**src/rtl/matrix_row_sequencer.sv**
```systemverilog
// Row sequencer for the packed element-wise matrix ALU: streams A/B operand rows
// out of memory, holds them steady for the ALU, writes each result row back and tracks overflow.
module matrix_row_sequencer #(
  parameter int A_BASE = 0,
  parameter int B_BASE = 5,
  parameter int C_BASE = 10,
  parameter int ADDR_W = 4
) (
  input  logic              clk,
  input  logic              rst,
  input  logic              start,
  output logic              busy,
  output logic              done,
  output logic              rd_en,
  output logic [ADDR_W-1:0] rd_addr,
  input  logic [39:0]       rd_data,
  output logic [39:0]       op_m1,
  output logic [39:0]       op_m2,
  input  logic [39:0]       alu_out,
  input  logic              alu_ovf,
  output logic              wr_en,
  output logic [ADDR_W-1:0] wr_addr,
  output logic [39:0]       wr_data,
  output logic [4:0]        ovf_row,
  output logic              ovf_flag
);

  localparam logic [2:0]        LAST_ROW = 3'd4;
  localparam logic [ADDR_W-1:0] A_OFS    = ADDR_W'(A_BASE);
  localparam logic [ADDR_W-1:0] B_OFS    = ADDR_W'(B_BASE);
  localparam logic [ADDR_W-1:0] C_OFS    = ADDR_W'(C_BASE);

  typedef enum logic [2:0] {
    S_IDLE, S_RD_A, S_RD_B, S_CAP_B, S_EXEC, S_WR, S_DONE
  } state_t;

  state_t            state_q;
  logic [2:0]        row_q;
  logic              busy_q, done_q, rd_en_q, wr_en_q;
  logic [ADDR_W-1:0] rd_addr_q, wr_addr_q;
  logic [39:0]       op_m1_q, op_m2_q, wr_data_q;
  logic [4:0]        ovf_row_q;

  logic [2:0]        row_inc_d;
  logic [ADDR_W-1:0] a_next_addr_d, b_addr_d, c_addr_d;

  // Address sums wrap naturally at ADDR_W bits; overlapping regions are the caller's business.
  assign row_inc_d     = row_q + 3'd1;
  assign a_next_addr_d = A_OFS + ADDR_W'(row_inc_d);
  assign b_addr_d      = B_OFS + ADDR_W'(row_q);
  assign c_addr_d      = C_OFS + ADDR_W'(row_q);

  // Strobes and addresses are registered one state ahead so they are valid for
  // the whole cycle of the state they belong to and read zero otherwise.
  always_ff @(posedge clk or negedge rst) begin
    if (!rst) begin
      state_q   <= S_IDLE;
      row_q     <= 3'd0;
      busy_q    <= 1'b0;
      done_q    <= 1'b0;
      rd_en_q   <= 1'b0;
      rd_addr_q <= '0;
      wr_en_q   <= 1'b0;
      wr_addr_q <= '0;
      op_m1_q   <= '0;
      op_m2_q   <= '0;
      wr_data_q <= '0;
      ovf_row_q <= '0;
    end else begin
      rd_en_q   <= 1'b0;
      rd_addr_q <= '0;
      wr_en_q   <= 1'b0;
      wr_addr_q <= '0;
      done_q    <= 1'b0;
      case (state_q)
        S_IDLE: begin
          if (start) begin
            row_q     <= 3'd0;
            ovf_row_q <= '0;
            op_m1_q   <= '0;
            op_m2_q   <= '0;
            wr_data_q <= '0;
            busy_q    <= 1'b1;
            rd_en_q   <= 1'b1;
            rd_addr_q <= A_OFS;
            state_q   <= S_RD_A;
          end
        end
        S_RD_A: begin
          rd_en_q   <= 1'b1;
          rd_addr_q <= b_addr_d;
          state_q   <= S_RD_B;
        end
        S_RD_B: begin
          op_m1_q <= rd_data;
          state_q <= S_CAP_B;
        end
        S_CAP_B: begin
          op_m2_q <= rd_data;
          state_q <= S_EXEC;
        end
        S_EXEC: begin
          // Operands have been stable a full cycle here, so alu_out is settled.
          wr_data_q        <= alu_out;
          ovf_row_q[row_q] <= ovf_row_q[row_q] | alu_ovf;
          wr_en_q          <= 1'b1;
          wr_addr_q        <= c_addr_d;
          state_q          <= S_WR;
        end
        S_WR: begin
          if (row_q == LAST_ROW) begin
            busy_q  <= 1'b0;
            done_q  <= 1'b1;
            state_q <= S_DONE;
          end else begin
            row_q     <= row_inc_d;
            rd_en_q   <= 1'b1;
            rd_addr_q <= a_next_addr_d;
            state_q   <= S_RD_A;
          end
        end
        S_DONE: begin
          state_q <= S_IDLE;
        end
        default: begin
          state_q <= S_IDLE;
        end
      endcase
    end
  end

  assign busy     = busy_q;
  assign done     = done_q;
  assign rd_en    = rd_en_q;
  assign rd_addr  = rd_addr_q;
  assign wr_en    = wr_en_q;
  assign wr_addr  = wr_addr_q;
  assign op_m1    = op_m1_q;
  assign op_m2    = op_m2_q;
  assign wr_data  = wr_data_q;
  assign ovf_row  = ovf_row_q;
  assign ovf_flag = |ovf_row_q;

endmodule

```
**config.mk**
```make
export PLATFORM = sky130hd
export DESIGN_NAME = matrix_row_sequencer
export DESIGN_NICKNAME = d
export VERILOG_FILES = /design/src/rtl/matrix_row_sequencer.sv
export SDC_FILE = /design/constraint.sdc
export NUM_CORES = 1
export LEC_CHECK = 0
export ABC_AREA = 1
export BUFFER_PORTS_ARGS = -buffer_cell sky130_fd_sc_hd__buf_2
export CAP_MARGIN = 10
export CORE_MARGIN = 2
export CORE_UTILIZATION = 48
export CTS_BUF_LIST = sky130_fd_sc_hd__clkbuf_16
export CTS_CLUSTER_SIZE = 16
export DETAILED_ROUTE_END_ITERATION = 6
export PLACE_DENSITY = 0.85
export REMOVE_ABC_BUFFERS = 1
export SLEW_MARGIN = 20
export SYNTH_ARGS = -nofsm -noshare
export SYNTH_HDL_FRONTEND = slang
export SYNTH_SLANG_ARGS = --single-unit
```
**constraint.sdc**
```tcl
create_clock -name clk -period 1.5 [get_ports clk]
set_input_delay 0.15 -clock clk [delete_from_list [all_inputs] [get_ports clk]]
set_output_delay 0.15 -clock clk [all_outputs]
set_load 0.05 [all_outputs]
```
======== Word level (Yosys, flattened, before mapping) ========
Index checks and enable logic that the tools add are counted.
operators by class
  add/subtract/negate cells ............... 3
  $lt $le $gt $ge ......................... 2
  equal/unequal tests ..................... 9
  muxes and demuxes ....................... 29
  bitwise gates (word level) .............. 1
  reduce and logical (&&, ||, !) cells .... 12
operator list
  operator             count
  $pmux 40 s2          3
  $mux 40              1
  $pmux 3 s6           1
  $mux 3               5
  $pmux 5 s2           1
  $eq 3x3->1 const B   3
  $mux 1               9
  $pmux 4 s2           1
  $reduce_bool 2->1    4
  $eq 3x2->1 const B   2
  $ne 2x2->1 const B   3
  $pmux 3 s2           1
  $reduce_and 2->1     3
  $reduce_and 3->1     2
  $bwmux 5             1
  $mux 5               1
  $reduce_or 5->1      1
  $add 3x3->4 const A  1
  $add 4x3->4 const A  1
  $lt 3x4->1 const B   1
  $mux 4               1
  $add 3x1->3 const B  1
  $bmux 1 s3           1
  $demux 1 s3          1
  7 further kinds      7
storage, ports and cells
  flip-flop bits (word level) ............. 143
  input port bits ......................... 84

======== Longest topological paths before layout ========
  word-level depth ........................ 6
  gate-level depth with buffers ........... 8

======== Worst setup path before layout ========
Ideal clock, no wire load.
  path type ............................... reg2out
  start point ............................. register ovf_row_q[2] (netlist: ovf_row[2])
  end point ............................... output port ovf_flag
  arrival ................................. 1.213 ns
  slack ................................... 0.137 ns
  stages on the path, launching flop included .. 3
  cell sequence ........................... dfrtp_1 nor3_1 nand3_1
between the ends
  longest elaborated chain between the ends .. 1
ends and longest elaborated chain
  what                               line  text
  from (decl)                        42    logic [4:0] ovf_row_q;
  from (signal, indexed assignment)  105   ovf_row_q[row_q] <= ovf_row_q[row_q] | alu_ovf;
  $reduce_or 5->1                    142   assign ovf_flag = |ovf_row_q;
  to (decl)                          25    output logic ovf_flag
Every way passes these cells.

======== Worst setup path after layout ========
  start point ............................. register ovf_row_q[3] (netlist: ovf_row[3])
  end point ............................... output port ovf_flag
The elaborated chain is that of the path after synthesis.

==> impl_metrics.json <==
{
  "outcome": "completed",
  "crit_type": "flop to primary output",
  "root_buffer": "clkbuf_16",
  "drt_first_pass_iters": 6,
  "setup_viol": 0,
  "grtUsageTotal_pct": 27.7,
  "hold_class": "input port to flop",
  "place_congestion": 0.868,
  "clock_latency_ns": 0.42,
  "cellPowerDensity_nw_per_um2": 2500,
  "yosysSeqAreaShare_pct": 63.8,
  "fillers": 725,
  "fin_crit_ns": 1.42,
  "ir_drop_v": 0.00165,
  "antenna_cells": 0,
  "grt_pass1_wl_um": 27300,
  "synthCells": 522,
  "report.power.total_mw": 20.8,
  "cts_buffer_depth": 2,
  "viasPerCell": 5.34,
  "min_to": "op_m1[2]$_DFFE_PN0P_",
  "dpl.hpwl_um": 10100,
  "core_sq_um": 11400,
  "max_cap_viol_count": 0,
  "avgSynthCellArea_sq_um": 10.7,
  "synth_area_leader_cell": "dfrtp_1",
  "power_leakage_nw": 4.52,
  "worst_pin_slew_ns": 0.435,
  "clk_pin_slew_worst_paths_ns": 0.06,
  "die_h_um": 112,
  "drtIter0Drc": 380,
  "r2r_cells": 7,
  "syn_area_sq_um": 5610,
  "cts_buffers": 17,
  "htreeDepth": 4,
  "fin_skew_ns": 0.00615,
  "cts_tree": "done",
  "rows": 39,
  "cp_data_required_time_ns": 1.35,
  "mostFrequentLayoutCells": "219 x buf_2, 141 x dfrtp_1, 93 x nand3_1",
  "hold_violations": 0,
  "ys_warn_count": 0,
  "ys_seq_elements": 143,
  "final_common_cell": "buf_2",
  "crit_path_top_delay_cell": "dfrtp_1",
  "hold_depth": 3,
  "drv_slew": 0,
  "die_area_sq_um": 12600,
  "port_buffers": 221,
  "synth_cell_type_count": 23,
  "drt_wl_total_um": 17000,
  "grt_max_degree": 85,
  "r2r-end": "ovf_row[2]$_DFFE_PN0P_",
  "first_global_vias": 5394,
  "drive_above_1_share_pct": 33.7,
  "initial_core_util_pct": 49.1,
  "crit_path_end_kind": "primary output",
  "area_delta_synth_final_pct": 48.2,
  "timing.fmax_mhz": 703,
  "fin_nets": 913,
  "period_share_pct": 94.9,
  "crit_chain": "nor3_2, nand3_1, buf_4",
  "vias": 5228,
  "synth_top_area_share_pct": 63.8,
  "worstPathArrival_ns": 1.27,
  "hp-start": "rd_data[2]",
  "ys_top_cells_by_area": "dfrtp_1 64%, nand3_1 8.3%, a22o_1 6.3%",
  "cp_max_fo": 4,
  "slew_headroom_pct": 70.9,
  "place_area_sq_um": 6920,
  "reg2reg_from": "state_q[0]$_DFFE_PN0P_",
  "start_kind": "flop",
  "num_io_pins": 222,
  "clock_sinks": 143,
  "rsz0062_at_grt": "true",
  "finalSetupTns_ns": 0,
  "avgRoutedWirePerCell_um": 17.4,
  "grt-ovfl-total": 0,
  "cpPeakStageDelay_ns": 0.42,
  "hold_ws_ns": 0.0239,
  "dieWidth_um": 112,
  "antenna_found_initial": 0,
  "drc": 0,
  "reg2reg_setup_slack_ns": 0.10,
  "finalInstanceArea_sq_um": 8310,
  "antenna_left": 0
}
## metal layers
metal	vias up	wire, um	track usage [%]
met4	0	516	13.3
met2	298	8480	46.1
met1	2508	6440	32.8
met5	-	0	0
li1	2381	-	-
met3	41	1600	9.23
## synthesized netlist by cell type (all sizes together)
library cell and number:
ha 6, a31oi 1, dfrtp 143, xor2 1
buf 27, o21ai 85, a21oi 3, a22o 40
inv 59, o22ai 1, nor2 25, nor3 2
nand3 95, clkbuf 6, nand2 28
## worst max-delay path, delay by kind of cell (launching register included)
family,cells,cell delay (ns)
buffers and inverters,1,0.20
AND/OR/NAND/NOR,2,0.24
flip-flops,1,0.42
## metrics by stage
step,cells,setup slack [ns],utilization (%)
final,979,0.0765,72.8
after global routing,979,-0.00893,72.8
after CTS,977,0.0145,72.3
after detailed placement,870,0.0737,60.6
after global placement,870,0.125,60.6
after floorplan,489,-0.505,-
## worst max-delay path by stage
stage / start / end / slack (ns)
5_1_grt: state_q[0]$_DFFE_PN0P_ / wr_data[11]$_DFFE_PN0P_ / -0.009
3_3_place_gp: row_q[1]$_DFFE_PN0P_ / busy$_DFFE_PN0P_ / 0.12
4_1_cts: ovf_row[2]$_DFFE_PN0P_ / ovf_flag / 0.01
3_5_place_dp: state_q[2]$_DFFE_PN0P_ / ovf_row[2]$_DFFE_PN0P_ / 0.07
6_report: ovf_row[3]$_DFFE_PN0P_ / ovf_flag / 0.08
2_1_floorplan: state_q[1]$_DFFE_PN0P_ / ovf_row[0]$_DFFE_PN0P_ / -0.51
## area by class of cell
class,instances,area (sq um),area share [%]
clock buffers,17,425,5.12
flip-flops and latches,143,3580,43.1
repair buffers,315,2130,25.6
multi-input cells,287,1620,19.5
well taps,143,179,2.15
inverters,59,221,2.67
clock inverters,15,153,1.84
## power by group
part           total, mW  switching (mW)  leakage [nW]  internal, mW
clock               4.10            1.53         0.284          2.57
sequential          6.17           0.892          1.87          5.28
combinational       10.5            7.82          2.37          2.69
total               20.8            10.2          4.52          10.5
## registers in the layout, indices dropped and copies added, names as in the netlist
signal and flops:
ovf_row 5, done 1, wr_data 40, busy 1, rd_en 1, wr_en 1, rd_addr 4, wr_addr 4
op_m1 40, op_m2 40, row_q 3, state_q 3
## cells by family (layout without fill, tap and decap cells)
logic type                 after synthesis  in the layout  synth area share [%]
adders and majority gates                6              6                  1.34
AOI/OAI and AO/OA                      130            130                  14.4
DFF                                    143            143                  63.8
buffers and inverters                   92            406                  7.66
and+or+nand+nor                        150            150                  12.6
xor gates and xnor gates                 1              1                 0.156
## what timing repair did
item / CTS / global route
buffers inserted: 0 / 1
endpoints found under the hold margin: 235 / 0
pin swaps: 0 / 1
gates resized for setup: 1 / 6
cloned: 0 / 1
endpoints found under the setup margin: 1 / 8
hold buffers: 75 / 0
No activity file was read; power rests on OpenSTA's default activity.
